## src/rtl/shreg_pkg.sv

```systemverilog
// Shared definitions for the universal shift register: operation encodings,
// burst FSM states and a helper that classifies which modes may be bursted.
package shreg_pkg;

    localparam logic [2:0] MODE_HOLD = 3'b000;
    localparam logic [2:0] MODE_LOAD = 3'b001;
    localparam logic [2:0] MODE_SHL  = 3'b010;
    localparam logic [2:0] MODE_SHR  = 3'b011;
    localparam logic [2:0] MODE_ROL  = 3'b100;
    localparam logic [2:0] MODE_ROR  = 3'b101;
    localparam logic [2:0] MODE_ASR  = 3'b110;
    localparam logic [2:0] MODE_CLR  = 3'b111;

    typedef enum logic {
        ST_IDLE = 1'b0,
        ST_BUSY = 1'b1
    } state_t;

    // Only the shift/rotate family can be repeated by the burst engine.
    function automatic logic is_burst_mode(input logic [2:0] m);
        return (m == MODE_SHL) || (m == MODE_SHR) || (m == MODE_ROL) ||
               (m == MODE_ROR) || (m == MODE_ASR);
    endfunction

endpackage

```

## src/rtl/shreg_next_val.sv

```systemverilog
// Combinational next-value selector: maps an operation and the current
// register contents (plus serial inputs) to the value loaded on the next edge.
module shreg_next_val
    import shreg_pkg::*;
#(
    parameter int WIDTH = 8
) (
    input  logic [2:0]       mode,
    input  logic [WIDTH-1:0] q,
    input  logic [WIDTH-1:0] d,
    input  logic             sin_l,
    input  logic             sin_r,
    output logic [WIDTH-1:0] q_next
);

    always_comb begin
        q_next = q;
        case (mode)
            MODE_HOLD: q_next = q;
            MODE_LOAD: q_next = d;
            MODE_SHL:  q_next = {q[WIDTH-2:0], sin_l};
            MODE_SHR:  q_next = {sin_r, q[WIDTH-1:1]};
            MODE_ROL:  q_next = {q[WIDTH-2:0], q[WIDTH-1]};
            MODE_ROR:  q_next = {q[0], q[WIDTH-1:1]};
            MODE_ASR:  q_next = {q[WIDTH-1], q[WIDTH-1:1]};
            MODE_CLR:  q_next = '0;
            default:   q_next = q;
        endcase
    end

endmodule

```

## src/rtl/univ_shift_reg.sv

```systemverilog
// Universal shift register with a burst engine that repeats a shift/rotate
// operation nshift times, reporting busy while running and a done pulse at the end.
module univ_shift_reg
    import shreg_pkg::*;
#(
    parameter int               WIDTH   = 8,
    parameter logic [WIDTH-1:0] RST_VAL = '0,
    localparam int              CW      = $clog2(WIDTH + 1)
) (
    input  logic             clk,
    input  logic             r,
    input  logic             en,
    input  logic [2:0]       mode,
    input  logic [WIDTH-1:0] d,
    input  logic             sin_l,
    input  logic             sin_r,
    input  logic             start,
    input  logic [CW-1:0]    nshift,
    output logic [WIDTH-1:0] q,
    output logic             sout_l,
    output logic             sout_r,
    output logic             busy,
    output logic             done
);

    state_t           state, state_n;
    logic [CW-1:0]    count, count_n;
    logic [2:0]       mode_lat, mode_lat_n;
    logic [2:0]       op_mode;
    logic [WIDTH-1:0] q_n, shifted;
    logic             done_n;

    // While bursting the latched op runs; live mode/d/start are ignored.
    assign op_mode = (state == ST_BUSY) ? mode_lat : mode;

    shreg_next_val #(.WIDTH(WIDTH)) u_next_val (
        .mode   (op_mode),
        .q      (q),
        .d      (d),
        .sin_l  (sin_l),
        .sin_r  (sin_r),
        .q_next (shifted)
    );

    always_ff @(posedge clk) begin
        if (r) begin
            state    <= ST_IDLE;
            q        <= RST_VAL;
            count    <= '0;
            mode_lat <= MODE_HOLD;
            done     <= 1'b0;
        end else begin
            state    <= state_n;
            q        <= q_n;
            count    <= count_n;
            mode_lat <= mode_lat_n;
            done     <= done_n;
        end
    end

    always_comb begin
        state_n    = state;
        q_n        = q;
        count_n    = count;
        mode_lat_n = mode_lat;
        done_n     = 1'b0;
        if (en) begin
            case (state)
                ST_IDLE: begin
                    if (start && is_burst_mode(mode)) begin
                        if (nshift == '0) begin
                            done_n = 1'b1;
                        end else begin
                            // First op of the burst happens on the launching edge.
                            q_n        = shifted;
                            mode_lat_n = mode;
                            count_n    = nshift - CW'(1);
                            if (nshift == CW'(1)) done_n  = 1'b1;
                            else                  state_n = ST_BUSY;
                        end
                    end else begin
                        q_n = shifted;
                    end
                end
                ST_BUSY: begin
                    q_n     = shifted;
                    count_n = count - CW'(1);
                    if (count == CW'(1)) begin
                        state_n = ST_IDLE;
                        done_n  = 1'b1;
                    end
                end
                default: state_n = ST_IDLE;
            endcase
        end
    end

    assign busy   = (state == ST_BUSY);
    assign sout_l = q[WIDTH-1];
    assign sout_r = q[0];

endmodule

```

## config.mk

```make
export PLATFORM = sky130hd
export DESIGN_NAME = univ_shift_reg
export DESIGN_NICKNAME = d
export VERILOG_FILES = /design/src/rtl/shreg_pkg.sv /design/src/rtl/shreg_next_val.sv /design/src/rtl/univ_shift_reg.sv
export SDC_FILE = /design/constraint.sdc
export NUM_CORES = 1
export LEC_CHECK = 0
export BUFFER_PORTS_ARGS = -buffer_cell sky130_fd_sc_hd__buf_2
export CORE_MARGIN = 1
export CORE_UTILIZATION = 47
export DETAILED_ROUTE_END_ITERATION = 10
export PLACE_DENSITY = 0.74
export SYNTH_ARGS = -nofsm -noshare
export SYNTH_HDL_FRONTEND = slang
export SYNTH_SLANG_ARGS = --single-unit
export TNS_END_PERCENT = 30
```

## constraint.sdc

```tcl
create_clock -name clk -period 1.5 [get_ports clk]
set_input_delay 0.15 -clock clk [delete_from_list [all_inputs] [get_ports clk]]
set_output_delay 0.15 -clock clk [all_outputs]
set_load 0.03 [all_outputs]
```

==> impl_metrics.ini, run 1 <==
[power_and_ir_drop]
p_switching_uw = 456
clkPwrFrac_pct = 19.8
p_leak_nw = 0.821
sw_frac_of_total_pct = 35.6
seqPwrFrac_pct = 40.2
combPwrFrac_pct = 39.9
power_mw = 1.28
powerDensity_nw_per_um2 = 727
p_int_uw = 824
peakVddDrop_mv = 0.798

[setup_path]
crit_cells = 5
r2r_slack_ns = -0.03
cp_data_required_time_ns = 1.70
crit_path_top_delay_cell = or3_1
crit_buf_inv = 1
arrival_ns = 1.74
crit_family = compound AO/OA/AOI/OAI gates
r2r_start = mode_lat[2]
reg2reg_to = q[7]
worstPathCellList = buf_4 > or3_1 > a31oi_1 > a211oi_1 > a32o_1
critPathMaxStageDelay_ns = 0.39
worstRegToRegCells = 5
critPathMaxFanout = 5
end_kind = flip-flop
crit_path_start_kind = flip-flop
critPathKind = flip-flop to flip-flop

[cts]
clockBufferDepth = 2
cts_tree = done
cts.clk_slew.worst_paths_ns = 0.11
clkSinkCount = 17
clk-insertion-delay-late_ns = 0.30
ctsHtreeMaxLevel = 1
cts_hold_buf = 0
cts-buffers-inserted = 3
cts_root_buffer = clkbuf_4

[logic_synthesis]
synthesis.area_sq_um = 1240
ys_seq_area_share_pct = 27.4
async_flop_share_pct = 0
synth.avg_cell_area_sq_um = 8.64
synth.mux.area_fraction_pct = 6.84
synth.area.top_cells = dfxtp_1, a221o_1, mux2i_1, nand2b_1, nor2_1
synth-main-ff-cell = dfxtp_1
synth_adder_area_share_pct = 4.02
synth_compound_area_share_pct = 29.6
synthSimpleGateAreaFrac_pct = 20.5
yosysWarnings = 0
synth_top_cell_area_share_pct = 27.4
yosysTopAreaCell = dfxtp_1
synth-edff-count = 0
synth_top_family_by_area = compound AO/OA/AOI/OAI gates
synth-xor-area-share_pct = 3.52
synth.distinct_cells = 45
ys_seq_elements = 17
syn_nets = 169
netlist_instances = 144

[route]
drt_iter0_markers = 40
num_vias = 1341
drtAntennaViolNets = 0
totalWireLength_um = 3520
viasPerCell = 5.96
wl_per_cell_um = 15.7
drt_first_pass_iters = 4
post-route-drc-count = 0

[timing]
rsz0062_at_grt = yes
slew_viol_final = 0
maxSlewHeadroom_pct = 69.0
finClkSkew_ns = 0.0125
max_freq_mhz = 652
finalHoldViolCount = 0
min_period_over_period_pct = 102
setup_viol = 4
period_needed_ns = 1.53
finalSetupTns_ns = -0.0636
fin_ws_ns = -0.0333
worstMarginPinSlew_ns = 0.463
holdWs_ns = 0.166

[floorplan]
num_rows = 18
dieArea_sq_um = 2860
die_y_um = 53.4
initial_core_util_pct = 49.7
core_area_sq_um = 2500
io_pins = 33
fp.dieW_um = 53.4

[global_route]
grt_pass1_vias = 1145
grt_max_degree = 14
antenna_found_initial = 0
grt_pass1_wl_um = 4800
gr-total-overflow = 0
grt_usage_pct = 23.4

[placed_design]
globalplace.congestion = 0.782
dp_cells = 214
dp_worst_setup_slack_ns = -0.0849
portBuffers = 32
place_hpwl_um = 2360

[hold_path]
whs_endpoint = mode_lat[2]
holdPathStages = 2
hp-start = r
hold_path.class = input pin to flip-flop

[final_layout]
stdcell_count = 225
final_common_cell = buf_2
drive_above_1_share_pct = 46.7
layout_common_cells = buf_2, buf_4, dfxtp_1
nFillCells = 199
diodes = 0
fin_nets = 221
multi_input_area_sq_um = 935
seq_area_sq_um = 350
area_delta_synth_final_pct = 41.6

[job]
max_cap_violations = 0

[run_status]
violations = negative setup slack
status = complete, but fails checks
-- worst max path at each step --
stage                     slack, ns        start   end
final                         -0.03  mode_lat[2]  q[7]
after detailed placement      -0.08      mode[0]  q[5]
after global routing          -0.08         busy  q[7]
after floorplan               -0.07         busy  q[3]
after global placement        -0.09      mode[0]  q[4]
after CTS                     0.003  mode_lat[0]  q[6]
-- stage by stage --
stage	instance area, sq um	utilization (%)
global placement	1540	61.6
global route	1760	70.5
detailed placement	1540	61.6
finish	1760	70.5
floorplan	1270	-
CTS	1590	63.7
-- logic make-up after synthesis --
kind of cell / count (synthesis)
adder cells (fa/ha/maj): 4
buffers and inverters: 21
AND/OR/NAND/NOR: 49
AO/OA/AOI/OAI: 40
flip-flops: 17
multiplexers: 8
XOR/XNOR: 5
-- state kept, by name (all words and copies together), names as in the netlist --
name      count
count         4
busy          1
q             8
mode_lat      3
done          1
-- power by group through the flow --
stage | Clock [mW] | Combinational [mW] | Sequential (mW)
after CTS | 0.256 | 0.433 | 0.520
after global placement | 0 | 0.412 | 0.527
after floorplan | 0 | 0.267 | 0.555
after detailed placement | 0 | 0.422 | 0.529
after global routing | 0.277 | 0.552 | 0.520
final | 0.254 | 0.511 | 0.515
-- synthesized netlist by cell type, types with 2 or more instances --
master / instances
nor3_1: 8
clkbuf_1: 2
nor2_1: 14
mux2i_1: 6
xor2_1: 3
nand2b_1: 9
xnor2_1: 2
a32o_2: 4
a21oi_1: 4
a32o_1: 4
dfxtp_1: 17
a221o_1: 7
o211ai_1: 2
o22ai_1: 2
nor3b_1: 2
o21ai_0: 2
nand2_1: 8
or3_1: 3
buf_4: 2
o32ai_1: 2
ha_1: 4
inv_1: 9
buf_2: 6
-- layer usage --
metal	up-vias	global-route usage [%]	routed length, um
met3	6	5.46	162
met2	41	43.8	1940
met5	-	0	0
met4	0	6.58	43
met1	655	25.6	1380
li1	639	-	-
-- worst register-to-register path: cells and delay by family, from the launching register on --
kind | cells | cell delay, ns
and+or+nand+nor | 1 | 0.39
buffers and inverters | 1 | 0.16
AOI/OAI and AO/OA | 3 | 0.55
DFF | 1 | 0.34
-- layout make-up --
type,instances,area share (%)
Sequential cell,17,19.9
Tap cell,30,2.13
Inverter,9,1.92
Multi-Input combinational cell,107,53.1
Timing Repair Buffer,58,21.5
Clock buffer,4,1.49
-- repair_timing --
item,4_1_cts,5_1_grt
setup endpoints to repair,8,10
gates cloned,0,1
setup buffers,0,6
pin swaps,0,15
resized for setup,6,23
(Power assumes the default switching activity.)
==> inputs of run 2 (changes only) <==
Settings changed: CORE_ASPECT_RATIO set to 1.5.
==> run 2 against run 1 <==
Against the previous run: the flow still finishes with violations (negative setup slack); worst setup slack improved by 0.026 ns; clock power increased by 5%; critical endpoint unchanged; combinational power decreased by 4.9%; total power decreased by 0.79%; sequential power about the same; clock skew decreased by 0.011 ns; largest power group unchanged; largest cell class unchanged.
==> impl_metrics.ini, run 2 (synthesis gave the netlist of run 1 again) <==
[route]
post-route-drc-count = 0
drt_first_pass_iters = 6
totalWireLength_um = 3380
num_vias = 1314
drt_iter0_markers = 19
viasPerCell = 6.00
drtAntennaViolNets = 0
wl_per_cell_um = 15.4

[final_layout]
layout_common_cells = buf_2, buf_4, nor2_1, dfxtp_1, inv_1
area_delta_synth_final_pct = 36.8
final_common_cell = buf_2
regMostFlops = q
nFillCells = 206
seq_area_sq_um = 348
largest_reg_flops = 8
multi_input_area_sq_um = 892
drive_above_1_share_pct = 46.2
top_regs = q: 8 flops, count: 4 flops, mode_lat: 3 flops
fin_nets = 221
diodes = 0
design_area_sq_um = 1700

[timing]
finalSetupTns_ns = -0.00696
rsz0062_at_grt = yes
slew_viol_final = 0
setup_viol = 1
finClkSkew_ns = 0.00105
holdWs_ns = 0.165
period_needed_ns = 1.51
min_period_over_period_pct = 100
max_freq_mhz = 664
fin_ws_ns = -0.00696
maxSlewHeadroom_pct = 66.2
worstMarginPinSlew_ns = 0.507
finalHoldViolCount = 0

[floorplan]
initial_core_util_pct = 50.2
num_rows = 22
core_area_sq_um = 2480
fp.dieW_um = 44
die_y_um = 65
io_pins = 33
dieArea_sq_um = 2860

[run_status]
status = complete, but fails checks
violations = negative setup slack

[cts]
cts_root_buffer = clkbuf_4
clk-insertion-delay-late_ns = 0.30
cts_tree = done
clkSinkCount = 17
ctsHtreeMaxLevel = 1
cts.clk_slew.worst_paths_ns = 0.11
clockBufferDepth = 2
cts-buffers-inserted = 3

[global_route]
grt_pass1_vias = 1230
grt_usage_pct = 24.0
grt_max_degree = 15
gr-total-overflow = 0
grt_pass1_wl_um = 5210
antenna_found_initial = 0

[placed_design]
place_area_sq_um = 1560
place_hpwl_um = 2470
globalplace.congestion = 0.793
dp_worst_setup_slack_ns = -0.0988
portBuffers = 32

[power_and_ir_drop]
p_leak_nw = 0.814
powerDensity_nw_per_um2 = 746
peakVddDrop_mv = 0.563
power_mw = 1.27

[setup_path]
r2r_slack_ns = -0.007
cp_data_required_time_ns = 1.71
arrival_ns = 1.71
end_kind = flip-flop
critPathKind = flip-flop to flip-flop
crit_path_start_kind = flip-flop
critPathMaxFanout = 5

[job]
max_cap_violations = 0

[hold_path]
hold_path.class = input pin to flip-flop
==> run 2: cell count changes in the layout (fill, tap and decap cells not counted), sizes merged <==
cell | before | now
clkbuf | 4 | 3
clkinv | 0 | 1
a21o | 2 | 1
buf | 58 | 59
==> run 2: where the power goes <==
group	leakage (nW)	internal, mW	switching (mW)
combinational	0.655	0.228	0.258
clock	0.0177	0.0996	0.167
sequential	0.141	0.483	0.0338
==> run 2: layer usage <==
metal | vias up | part of all wire (%) | GRT usage (%)
met2 | 26 | 58 | 46.5
met4 | 0 | 2.1 | 9.85
met1 | 644 | 38 | 24.4
li1 | 635 | - | -
met3 | 9 | 1.7 | 2.51
met5 | - | 0 | 0
==> run 2: through the flow <==
stage          util [%]  instances
2_1_floorplan         -        144
3_3_place_gp       62.8        211
3_5_place_dp       62.8        211
4_1_cts            64.8        215
5_1_grt            68.7        219
6_report           68.7        219
==> run 2: layout make-up <==
class | instances | area share (%)
clock buffer | 3 | 1.32
clock inverter | 1 | 0.294
inverter | 9 | 1.99
multi-input combinational | 106 | 52.4
sequential | 17 | 20.4
tap | 24 | 1.76
timing repair buffer | 59 | 21.8
==> run 2: what timing repair did <==
item,CTS,global route
buffers inserted,0,4
setup endpoints to repair,8,8
gates resized for setup,10,13
pin swaps,5,12
gates cloned,0,0
hold buffers,0,0
==> run 2: worst paths after layout <==
check | start | end | cells past startpoint
worst max register to register | mode_lat[2] | q[7] | 5
worst min register to register | count[3] | count[3] | 2
worst max-delay path | mode_lat[2] | q[7] | 5
worst min-delay path | r | mode_lat[0] | 2
==> run 2: critical path, cell delays in order (launching register included) <==
cell	delay [ns]
dfxtp_2	0.34
buf_4	0.15
or3_1	0.37
a31oi_1	0.24
a211oi_1	0.09
a32o_1	0.22
==> inputs of run 3 (changes only) <==
Settings changed: REMOVE_ABC_BUFFERS set to 1.
==> run 3 against run 2 <==
Against the previous run: the run now ends clean; hold slack gained 0.0024 ns; final cell count increased by 0.46%; clock-buffer cell count stayed put; maximum frequency rose by 1.0%; first-iteration DRC count grew 140%; die area did not move; sequential power hardly changed; clock power shrank 5%; sequential share of layout area hardly changed; clock skew rose by 0.0072 ns; sequential cell count unchanged; critical path type unchanged; largest cell class unchanged.
==> impl_metrics.ini, run 3 (synthesis gave the netlist of run 1 again) <==
[final_layout]
area_delta_synth_final_pct = 38.1
largest_reg_flops = 8
final_common_cell = buf_2
stdcell_count = 220
top_regs = q: 8 flops, count: 4 flops, mode_lat: 3 flops
diodes = 0
multi_input_area_sq_um = 891
fin_nets = 222
nFillCells = 212
drive_above_1_share_pct = 46.4
post-route-util_pct = 69.3
regMostFlops = q
seq_area_sq_um = 350
layout_common_cells = buf_2, buf_4, nor2_1, dfxtp_1, inv_1

[setup_path]
crit_path_top_delay_cell = dfxtp_4
critPathMaxStageDelay_ns = 0.38
worstPathCellList = buf_6 > nand2b_4 > o32ai_1 > buf_4 > a221o_1 > a32o_2
critPathKind = flip-flop to flip-flop
crit_family = compound AO/OA/AOI/OAI gates
cp_data_required_time_ns = 1.69
arrival_ns = 1.68
end_kind = flip-flop
crit_path_start_kind = flip-flop
critPathMaxFanout = 6
crit_buf_inv = 2

[timing]
finClkSkew_ns = 0.00830
finalHoldViolCount = 0
rsz0062_at_grt = yes
maxSlewHeadroom_pct = 76.6
max_freq_mhz = 671
period_needed_ns = 1.49
slew_viol_final = 0
min_period_over_period_pct = 99.4
setup_viol = 0
finalSetupTns_ns = 0
holdWs_ns = 0.167
worstMarginPinSlew_ns = 0.351

[route]
wl_met3_um = 97
drt_iter0_markers = 46
drt_first_pass_iters = 6
dr.max_layer_used = met4
wl_met2_um = 2000
viasPerCell = 5.95
totalWireLength_um = 3370
wl_met1_um = 1220
wl_per_cell_um = 15.3
num_vias = 1308
drtAntennaViolNets = 0
post-route-drc-count = 0

[job]
max_cap_violations = 0

[power_and_ir_drop]
powerDensity_nw_per_um2 = 731
sw_frac_of_total_pct = 35.2
p_leak_nw = 0.832
power_mw = 1.26
combPwrFrac_pct = 38.8
clkPwrFrac_pct = 20.1
p_switching_uw = 442
p_int_uw = 814
peakVddDrop_mv = 0.442
seqPwrFrac_pct = 41.1

[global_route]
grt_pass1_wl_um = 5520
grt_pass1_vias = 1314
gr-total-overflow = 0
grt_usage_pct = 25.1
grt_max_degree = 15
antenna_found_initial = 0

[placed_design]
globalplace.congestion = 0.873
dp_cells = 214
portBuffers = 32
place_hpwl_um = 2640

[cts]
cts.clk_slew.worst_paths_ns = 0.11
clockBufferDepth = 2
cts_hold_buf = 0
cts_root_buffer = clkbuf_4
clk-insertion-delay-late_ns = 0.30
ctsHtreeMaxLevel = 1
cts_tree = done
cts-buffers-inserted = 3
clkSinkCount = 17

[floorplan]
core_area_sq_um = 2480
fp.dieW_um = 44
num_rows = 22
die_y_um = 65
initial_core_util_pct = 50.2
dieArea_sq_um = 2860
io_pins = 33

[hold_path]
hold_path.class = input pin to flip-flop

[run_status]
status = finished clean
==> run 3: power groups by stage <==
stage,sequential (mW),combinational [mW],clock (mW)
final,0.516,0.487,0.253
after global routing,0.520,0.529,0.278
after CTS,0.518,0.460,0.261
after detailed placement,0.525,0.446,0
after global placement,0.524,0.431,0
after floorplan,0.576,0.212,0
==> run 3: layer usage <==
layer | global-route usage, % | vias up
met5 | 0 | -
met2 | 52.2 | 39
li1 | - | 636
met3 | 3.06 | 8
met4 | 7.58 | 0
met1 | 23.4 | 625
==> run 3: stage by stage <==
stage	area, sq um	setup WS [ns]
floorplan	1180	-0.631
global placement	1560	-0.0419
detailed placement	1560	-0.118
CTS	1650	-0.00305
global route	1720	-0.0320
finish	1720	0.00861
==> run 3: final cells by class <==
class	instances	area share (%)
inverter	9	1.97
clock inverter	1	0.291
timing repair buffer	60	22.4
clock buffer	3	1.31
multi-input combinational	106	51.9
sequential	17	20.4
tap	24	1.75
==> run 3: worst register-to-register path, cell delays in order (launching register included) <==
cell and delay [ns]:
dfxtp_4 0.38, buf_6 0.13, nand2b_4 0.08, o32ai_1 0.07, buf_4 0.16, a221o_1 0.30
a32o_2 0.26
==> run 3: final timing paths <==
kind	from	endpoint	slack (ns)	cells past startpoint
max	busy	q[4]	0.009	6
min reg2reg	count[3]	count[3]	0.52	2
min	r	count[1]	0.17	2
max reg2reg	busy	q[4]	0.009	6
==> run 3: what timing repair did <==
item,4_1_cts,5_1_grt
endpoints found under the setup margin,9,9
gates cloned,0,0
gates resized for setup,15,15
pin swaps,6,10
buffers inserted,0,2
